[src/rtl/parent_controller.sv]
`default_nettype none
// ============================================================================
// Module   : parent_controller
// Purpose  : Root stage controller for the multi-FPGA decoder. Aggregates the
//            children's busy / odd-cluster flags, drives the shared
//            decoding_start level and next_iteration toggle, and reports the
//            iteration count, cycle count and completion of each round.
// Revision : 1.0 - initial release
// ============================================================================
module parent_controller #(
   parameter int CHILD_COUNT             = 2,
   parameter int ITERATION_COUNTER_WIDTH = 8,
   parameter int MAXIMUM_ITERATIONS      = 200,
   parameter int SETTLE_CYCLES           = 6,
   parameter int PEEL_CYCLES             = 6
) (
   input  logic                               clk,
   input  logic                               reset,
   input  logic                               start,
   input  logic [CHILD_COUNT-1:0]             busy_from_child,
   input  logic [CHILD_COUNT-1:0]             odd_clusters_from_child,
   output logic                               decoding_start,
   output logic                               next_iteration,
   output logic [ITERATION_COUNTER_WIDTH-1:0] iteration_counter,
   output logic [31:0]                        cycle_counter,
   output logic                               result_valid,
   output logic                               iteration_overflow,
   output logic                               controller_busy
);

   // One shared down-stream counter serves SETTLE, PEEL and RELEASE, so it is
   // sized for the longer of the two wait intervals.
   localparam int c_CNT_MAX   = (SETTLE_CYCLES > PEEL_CYCLES) ? SETTLE_CYCLES : PEEL_CYCLES;
   localparam int c_CNT_WIDTH = (c_CNT_MAX > 1) ? $clog2(c_CNT_MAX) : 1;

   localparam logic [c_CNT_WIDTH-1:0] c_SETTLE_LAST = c_CNT_WIDTH'(SETTLE_CYCLES - 1);
   localparam logic [c_CNT_WIDTH-1:0] c_PEEL_LAST   = c_CNT_WIDTH'(PEEL_CYCLES - 1);
   localparam logic [c_CNT_WIDTH-1:0] c_CNT_ONE     = c_CNT_WIDTH'(1);

   localparam logic [ITERATION_COUNTER_WIDTH-1:0] c_MAX_ITER = ITERATION_COUNTER_WIDTH'(MAXIMUM_ITERATIONS);
   localparam logic [ITERATION_COUNTER_WIDTH-1:0] c_ITER_ONE = ITERATION_COUNTER_WIDTH'(1);

   localparam logic [31:0] c_CYCLE_MAX = 32'hFFFF_FFFF;

   typedef enum logic [2:0] {
      IDLE     = 3'd0,
      SETTLE   = 3'd1,
      EVALUATE = 3'd2,
      PEEL     = 3'd3,
      RELEASE  = 3'd4,
      DONE     = 3'd5
   } state_t;

   state_t                             r_state;
   state_t                             w_state_next;

   logic [c_CNT_WIDTH-1:0]             r_cnt;
   logic [c_CNT_WIDTH-1:0]             w_cnt_next;

   logic                               r_decoding_start;
   logic                               w_decoding_start_next;
   logic                               r_next_iteration;
   logic                               w_next_iteration_next;
   logic [ITERATION_COUNTER_WIDTH-1:0] r_iteration_counter;
   logic [ITERATION_COUNTER_WIDTH-1:0] w_iteration_counter_next;
   logic [31:0]                        r_cycle_counter;
   logic [31:0]                        w_cycle_counter_next;
   logic                               r_iteration_overflow;
   logic                               w_iteration_overflow_next;

   // Registered OR of the child flags; every decision uses only these.
   logic                               r_any_busy;
   logic                               r_any_odd;

   // Single register stage on the child flags before they reach the FSM.
   always_ff @(posedge clk) begin
      if (!reset) begin
         r_any_busy <= 1'b0;
         r_any_odd  <= 1'b0;
      end else begin
         r_any_busy <= |busy_from_child;
         r_any_odd  <= |odd_clusters_from_child;
      end
   end

   // State register plus all round-level registers computed by the next-state logic.
   always_ff @(posedge clk) begin
      if (!reset) begin
         r_state              <= IDLE;
         r_cnt                <= '0;
         r_decoding_start     <= 1'b0;
         r_next_iteration     <= 1'b0;
         r_iteration_counter  <= '0;
         r_cycle_counter      <= '0;
         r_iteration_overflow <= 1'b0;
      end else begin
         r_state              <= w_state_next;
         r_cnt                <= w_cnt_next;
         r_decoding_start     <= w_decoding_start_next;
         r_next_iteration     <= w_next_iteration_next;
         r_iteration_counter  <= w_iteration_counter_next;
         r_cycle_counter      <= w_cycle_counter_next;
         r_iteration_overflow <= w_iteration_overflow_next;
      end
   end

   // Next-state and next-output logic; every register holds unless a state changes it.
   always_comb begin
      w_state_next              = r_state;
      w_cnt_next                = r_cnt;
      w_decoding_start_next     = r_decoding_start;
      w_next_iteration_next     = r_next_iteration;
      w_iteration_counter_next  = r_iteration_counter;
      w_iteration_overflow_next = r_iteration_overflow;
      w_cycle_counter_next      = r_cycle_counter;

      // Round length counts every non-idle cycle and sticks at all-ones.
      if ((r_state != IDLE) && (r_cycle_counter != c_CYCLE_MAX)) begin
         w_cycle_counter_next = r_cycle_counter + 32'd1;
      end

      case (r_state)
         IDLE: begin
            w_decoding_start_next = 1'b0;
            w_next_iteration_next = 1'b0;
            // Counters of the previous round stay visible until a new start.
            if (start) begin
               w_state_next              = SETTLE;
               w_decoding_start_next     = 1'b1;
               w_next_iteration_next     = 1'b0;
               w_iteration_counter_next  = c_ITER_ONE;
               w_cycle_counter_next      = 32'd1;
               w_iteration_overflow_next = 1'b0;
               w_cnt_next                = '0;
            end
         end

         SETTLE: begin
            // Children need time to propagate the launch before flags are trusted.
            if (r_cnt == c_SETTLE_LAST) begin
               w_state_next = EVALUATE;
               w_cnt_next   = '0;
            end else begin
               w_cnt_next = r_cnt + c_CNT_ONE;
            end
         end

         EVALUATE: begin
            if (r_any_busy) begin
               // Wait as long as any child is still working; no timeout.
               w_state_next = EVALUATE;
            end else if (r_any_odd && (r_iteration_counter < c_MAX_ITER)) begin
               // Another grow iteration: children act on the toggle edge.
               w_next_iteration_next    = ~r_next_iteration;
               w_iteration_counter_next = r_iteration_counter + c_ITER_ONE;
               w_cnt_next               = '0;
               w_state_next             = SETTLE;
            end else begin
               // Converged, or cap reached with odd clusters left over.
               if (r_any_odd) begin
                  w_iteration_overflow_next = 1'b1;
               end
               w_decoding_start_next = 1'b0;
               w_next_iteration_next = 1'b0;
               w_cnt_next            = '0;
               w_state_next          = PEEL;
            end
         end

         PEEL: begin
            // next_iteration is held low here so the children's saved toggle is clear.
            if (r_cnt == c_PEEL_LAST) begin
               w_next_iteration_next = 1'b1;
               w_cnt_next            = '0;
               w_state_next          = RELEASE;
            end else begin
               w_cnt_next = r_cnt + c_CNT_ONE;
            end
         end

         RELEASE: begin
            // Keep the peel release asserted long enough to reach every child.
            if (r_cnt == c_SETTLE_LAST) begin
               w_next_iteration_next = 1'b0;
               w_cnt_next            = '0;
               w_state_next          = DONE;
            end else begin
               w_cnt_next = r_cnt + c_CNT_ONE;
            end
         end

         DONE: begin
            w_next_iteration_next = 1'b0;
            w_state_next          = IDLE;
         end

         default: begin
            // Unreachable encodings recover to a quiet idle.
            w_state_next          = IDLE;
            w_decoding_start_next = 1'b0;
            w_next_iteration_next = 1'b0;
            w_cnt_next            = '0;
         end
      endcase
   end

   assign decoding_start     = r_decoding_start;
   assign next_iteration     = r_next_iteration;
   assign iteration_counter  = r_iteration_counter;
   assign cycle_counter      = r_cycle_counter;
   assign iteration_overflow = r_iteration_overflow;
   assign result_valid       = (r_state == DONE);
   assign controller_busy    = (r_state != IDLE);

endmodule
`default_nettype wire
[config.mk]
export PLATFORM = sky130hd
export DESIGN_NAME = parent_controller
export DESIGN_NICKNAME = d
export VERILOG_FILES = /design/src/rtl/parent_controller.sv
export SDC_FILE = /design/constraint.sdc
export NUM_CORES = 1
export LEC_CHECK = 0
export ABC_CLOCK_PERIOD_IN_PS = 2400
export BUFFER_PORTS_ARGS = -buffer_cell sky130_fd_sc_hd__buf_4
export CAP_MARGIN = 10
export CORE_UTILIZATION = 35
export DETAILED_ROUTE_END_ITERATION = 12
export GPL_ROUTABILITY_DRIVEN = 0
export PLACE_DENSITY_LB_ADDON = 0.3
export SLEW_MARGIN = 0
export SYNTH_ARGS = -nofsm -noshare
export SYNTH_HDL_FRONTEND = slang
export SYNTH_SLANG_ARGS = --single-unit
[constraint.sdc]
create_clock -name clk -period 2.4 [get_ports clk]
set_clock_uncertainty 0.15 [all_clocks]
set_input_delay 0.48 -clock clk [delete_from_list [all_inputs] [get_ports clk]]
set_output_delay 0.48 -clock clk [all_outputs]
set_load 0.03 [all_outputs]
Word level (Yosys, flattened, before mapping)
Index checks and enable logic that the tools add are counted.
{ "word_totals": {"output_inout_bits": 45, "register_bits": 51} }
{ "classes": {"reduce_logical": 15, "n_mux": 32, "order_cmp": 1, "bitwise_logic": 4, "eq_ne": 15, "n_addsub": 3} }
{ "ops": {"columns": ["op", "n"], "rows": [
  ["$mux W32", 3],
  ["$add A32 B1 Y32 const B", 1],
  ["$ne A32 B32 Y1 const B", 1],
  ["$mux W8", 3],
  ["$mux W3", 7],
  ["$ne A2 B2 Y1 const B", 8],
  ["$pmux W8 S2", 1],
  ["$pmux W3 S5", 1],
  ["$pmux W3 S4", 1],
  ["$reduce_and A4 Y1", 3],
  ["$mux W1", 11],
  ["$eq A3 B3 Y1 const B", 3],
  ["$add A8 B1 Y8 const B", 1],
  ["$lt A8 B8 Y1 const B", 1],
  ["$eq A3 B2 Y1 const B", 2],
  ["$reduce_and A3 Y1", 2],
  ["$reduce_and A5 Y1", 1],
  ["$mux W2", 2],
  ["$not A1 Y1", 4],
  ["$pmux W1 S4", 1],
  ["$reduce_or A2 Y1", 2],
  ["$reduce_or A4 Y1", 1],
  ["$add A3 B1 Y3 const B", 1],
  ["$eq A3 B1 Y1 const B", 1],
  ["other kinds (7)", 8]
]} }

Logic depth before layout (Yosys ltp)
{ "logic_depth": {"ltp_word": 5, "mapped_depth": 8} }

Worst setup path before layout
OpenSTA, ideal clock, no wires.
{ "synth_timing": {"path_type": "register -> register", "start": "reg r_cycle_counter[14], in the netlist cycle_counter[14]", "end": "reg r_cycle_counter[0], in the netlist cycle_counter[0]", "arrival_ns": 1.998, "path_buffers": 2, "t_required_ns": 2.130, "stages_incl_launch_ff": 8, "synth_period_minus_slack_ns": 2.268, "setup_slack_ns": 0.132, "cell_sequence": "dfxtp_1 > nand4_4 > or2_0 > buf_6 > nor4_4 > buf_6 > nor2_1 > o31a_1"} }
{ "synth_via": {"elab_chain_cells": 5} }
{ "synth_lines": {"columns": ["element", "line_no", "rtl"], "rows": [
  ["start: declaration", "66", "logic [31:0] r_cycle_counter;"],
  ["start signal: assignment", "102", "r_cycle_counter <= w_cycle_counter_next;"],
  ["$ne A32 B32 Y1 (*)", "118", "if ((r_state != IDLE) && (r_cycle_counter != c_CYCLE_MAX)) begin"],
  ["$logic_and A1 B1 Y1 (*)", "118", null],
  ["$mux W32 (*)", "118", null],
  ["$mux W32", "127", "if (start) begin"],
  ["$mux W32 (*)", "122", "case (r_state)"]
]} }
Mark *: on every way between the ends. The rest lies on a longest branch, timed or not.
A chain may end at the register's enable or synchronous reset.

Worst setup path in the final report
{ "layout_timing": {"start": "reg r_cycle_counter[18], in the netlist cycle_counter[18]", "end": "reg r_cycle_counter[23], in the netlist cycle_counter[23]"} }
{ "layout_via": {"elab_chain_cells": 5, "word_cells_on_any_way": 6, "classes_between": "add/sub: 1; eq/ne: 1; mux: 3; reduce/logical: 1"} }
{ "layout_lines": {"columns": ["element", "line_no"], "rows": [
  ["branches (longest 2 deep; another with $add A32 B1 Y32)", null],
  ["$mux W32 (*)", "118"],
  ["$mux W32", "127"],
  ["$mux W32 (*)", "122"]
]} }
Every way passes the cells marked *.

==> impl_metrics.yaml <==
cells_and_area:
  fin_cells: 498
  antenna_cells: 0
  finalNetCount: 404
  drive_gt1_share_pct: 30.3
  final_area_um2: 3520
  area_growth_pct: 26.2
detailed_routing:
  wirelength_mm: 7.23
  postRouteAntennaNets: 0
  vias: 2706
  drc_errors: 0
  vias_per_cell: 5.43
  dr.pass1.iters: 4
  drtIter0Drc: 100
  avgRoutedWirePerCell_um: 14.5
floorplanning:
  dieArea_um2: 8340
  io_pins: 52
  rows: 32
  core-area_um2: 7730
  die_h_um: 91.3
  chipWidth_um: 91.3
  start_util_pct: 36.1
timing:
  rsz0062_at_grt: "no"
  fmaxAchievable_mhz: 443
  period_share_pct: 94.1
  maxSlewViolCount: 0
  hold_viol_final: 0
  finalSetupViolCount: 0
  fin_crit_ps: 2260
  tightest_slew_ps: 592
  slew_headroom_pct: 60.4
  finalSetupTns_ps: 0
critical_path:
  setup.worst_path.class: "flop to flop"
  critPathLaunchType: "flop"
  cp.required_ps: 2500
  end_kind: "flop"
  critPathTopFamily: "simple AND/OR/NAND/NOR gates"
  cp_max_fo: 9
  critPathLaunch: "cycle_counter[18]$_SDFF_PN0_"
  cpPeakStageDelay_ps: 620
  crit_arrival_ps: 2350
  slowest_stage: "or4_2"
  r2r-start: "cycle_counter[18]$_SDFF_PN0_"
  worst-path-buf-inv: 1
  path_cells: "nand4_1, or2_0, nor4_4, buf_4, or4_2, a21oi_2"
pwr:
  power_mw: 1.64
  irDropWorstVdd_mv: 0.358
  p_leak_nw: 1.34
  power_density_nw_per_um2: 465
clock_tree:
  cts_max_level: 2
  cts-root-buf: "clkbuf_8"
  cts.path.max_buffers: 2
  cts_tree: "built"
  cts_buffers: 5
  clock_latency_ps: 300
  hold_buffers: 0
  clock_sinks: 51
  clkTransAtPathRegs_ps: 90
  cts_resized: 0
  cts_setup_buffers: 0
yosys:
  syn_nets: 336
  yosysWarnings: 0
  yosysSeqAreaShare_pct: 36.6
  ys_ff_latch: 51
  ys_types: 60
  netlist.area_leader.share_pct: 36.6
  async_flop_share_pct: 0
  syn_area_um2: 2790
  netlist_instances: 327
  synth_top_cell_by_area: "dfxtp_1"
  yosys-top-cells-area: "dfxtp_1 37%, nor2_1 5.0%, a21oi_1 3.8%, nand2_1 3.8%, o31ai_1 3.5%"
  synth_ff_type: "dfxtp_1"
  syn_area_per_cell_um2: 8.54
  synth_edf_count: 0
min_path:
  hp-start: "odd_clusters_from_child[0]"
  worstHoldPathType: "primary input to flop"
run:
  max_cap_violations: 0
grt:
  overflow: 0
  grt_pass1_vias: 2454
  grt_pass1_wl_mm: 11.7
  antenna_found_initial: 0
  grtUsageTotal_pct: 17.5
  grt_max_degree: 33
outcome:
  outcome: "completed"
placed_design:
  port_buffers: 51
  dp_hpwl_mm: 5.42
  placed_cells: 490
  dpl_cell_area_um2: 3440
final timing paths:
check	to	slack [ps]	depth (start not counted)
min	r_any_odd$_SDFF_PN0_	230	3
min reg2reg	next_iteration$_SDFFE_PN0P_	340	2
max	cycle_counter[23]$_SDFF_PN0_	140	6
max reg2reg	cycle_counter[23]$_SDFF_PN0_	140	6
placed cells by master (no fill, tap or decap), drive strengths merged, types with 3 or more instances in the layout:
cell type	synthesis	routed
a21oi	30	30
a31o	5	5
a31oi	4	4
and2	3	3
and3	7	7
and4	5	5
buf	7	76
clkbuf	8	7
dfxtp	51	51
inv	4	4
mux2i	5	5
nand2	28	28
nand2b	3	3
nand3	15	15
nand4	18	18
nor2	37	37
nor3	5	5
nor4	5	5
nor4b	3	3
o21a	3	3
o21ai	9	9
o31ai	13	13
or3	10	10
or4	16	16
xnor2	4	4
xor2	4	4
synthesized netlist by cell type (5+ instances only):
cell type and number:
a21oi_1 21, a21oi_2 9, a31o_2 5, and3_1 6
and4_1 5, clkbuf_1 8, dfxtp_1 51, mux2i_1 5
nand2_1 28, nand3_1 15, nand4_1 15, nor2_1 37
nor3_1 5, o21ai_0 8, o31ai_1 13, or3_1 8
or4_1 5, or4_2 10
report_power, final:
group          internal (mW)  total, mW  switching [mW]
clock network          0.206      0.486           0.281
logic                  0.105      0.268           0.163
registers              0.864      0.887          0.0227
total                   1.17       1.64           0.466
area by class of cell:
cell class,count,area [um^2]
fillers,780,4200
multi-input cells,256,1670
flip-flops and latches,51,1020
repair buffers,76,608
well taps,102,128
clock buffers,7,76.3
inverters,5,18.8
clock inverters,1,5.00
registers in the layout (all words and copies together) (netlist names):
| name | count |
|---|---|
| r_state | 3 |
| r_any_busy | 1 |
| r_any_odd | 1 |
| next_iteration | 1 |
| cycle_counter | 32 |
| decoding_start | 1 |
| r_cnt | 3 |
| iteration_overflow | 1 |
| iteration_counter | 8 |
per-layer routing:
layer,track usage [%],routed length [um],up-vias
met1,22.0,3440,1271
met3,4.69,295,4
met2,29.2,3400,55
met5,0,0,-
met4,4.89,91,0
li1,-,-,1376
worst reg2reg max path, delay by kind of cell, from the launching register on:
kind / cells / cell delay, ps
simple gates: 4 / 1340
flops: 1 / 360
buf+inv: 1 / 190
compound gates: 1 / 140
kinds of logic (layout without fill, tap and decap cells):
kind of cell	after synthesis	in the layout	synth area share (%)
fa+ha+maj	2	2	0.896
flops	51	51	36.6
xor+xnor	8	8	2.51
buf+inv	20	89	3.90
simple gates	161	161	34.3
compound gates	80	80	20.1
mux	5	5	1.79
stage by stage:
step | worst slack [ps] | hold slack [ps] | utilization, %
after floorplan | 132 | 354 | -
after global routing | 2.83 | 234 | 45.6
after detailed placement | 172 | 323 | 44.6
final | 141 | 225 | 45.6
after global placement | 201 | 313 | 44.6
after CTS | 147 | 221 | 45.6
No activity file was read; power rests on OpenSTA's default activity.
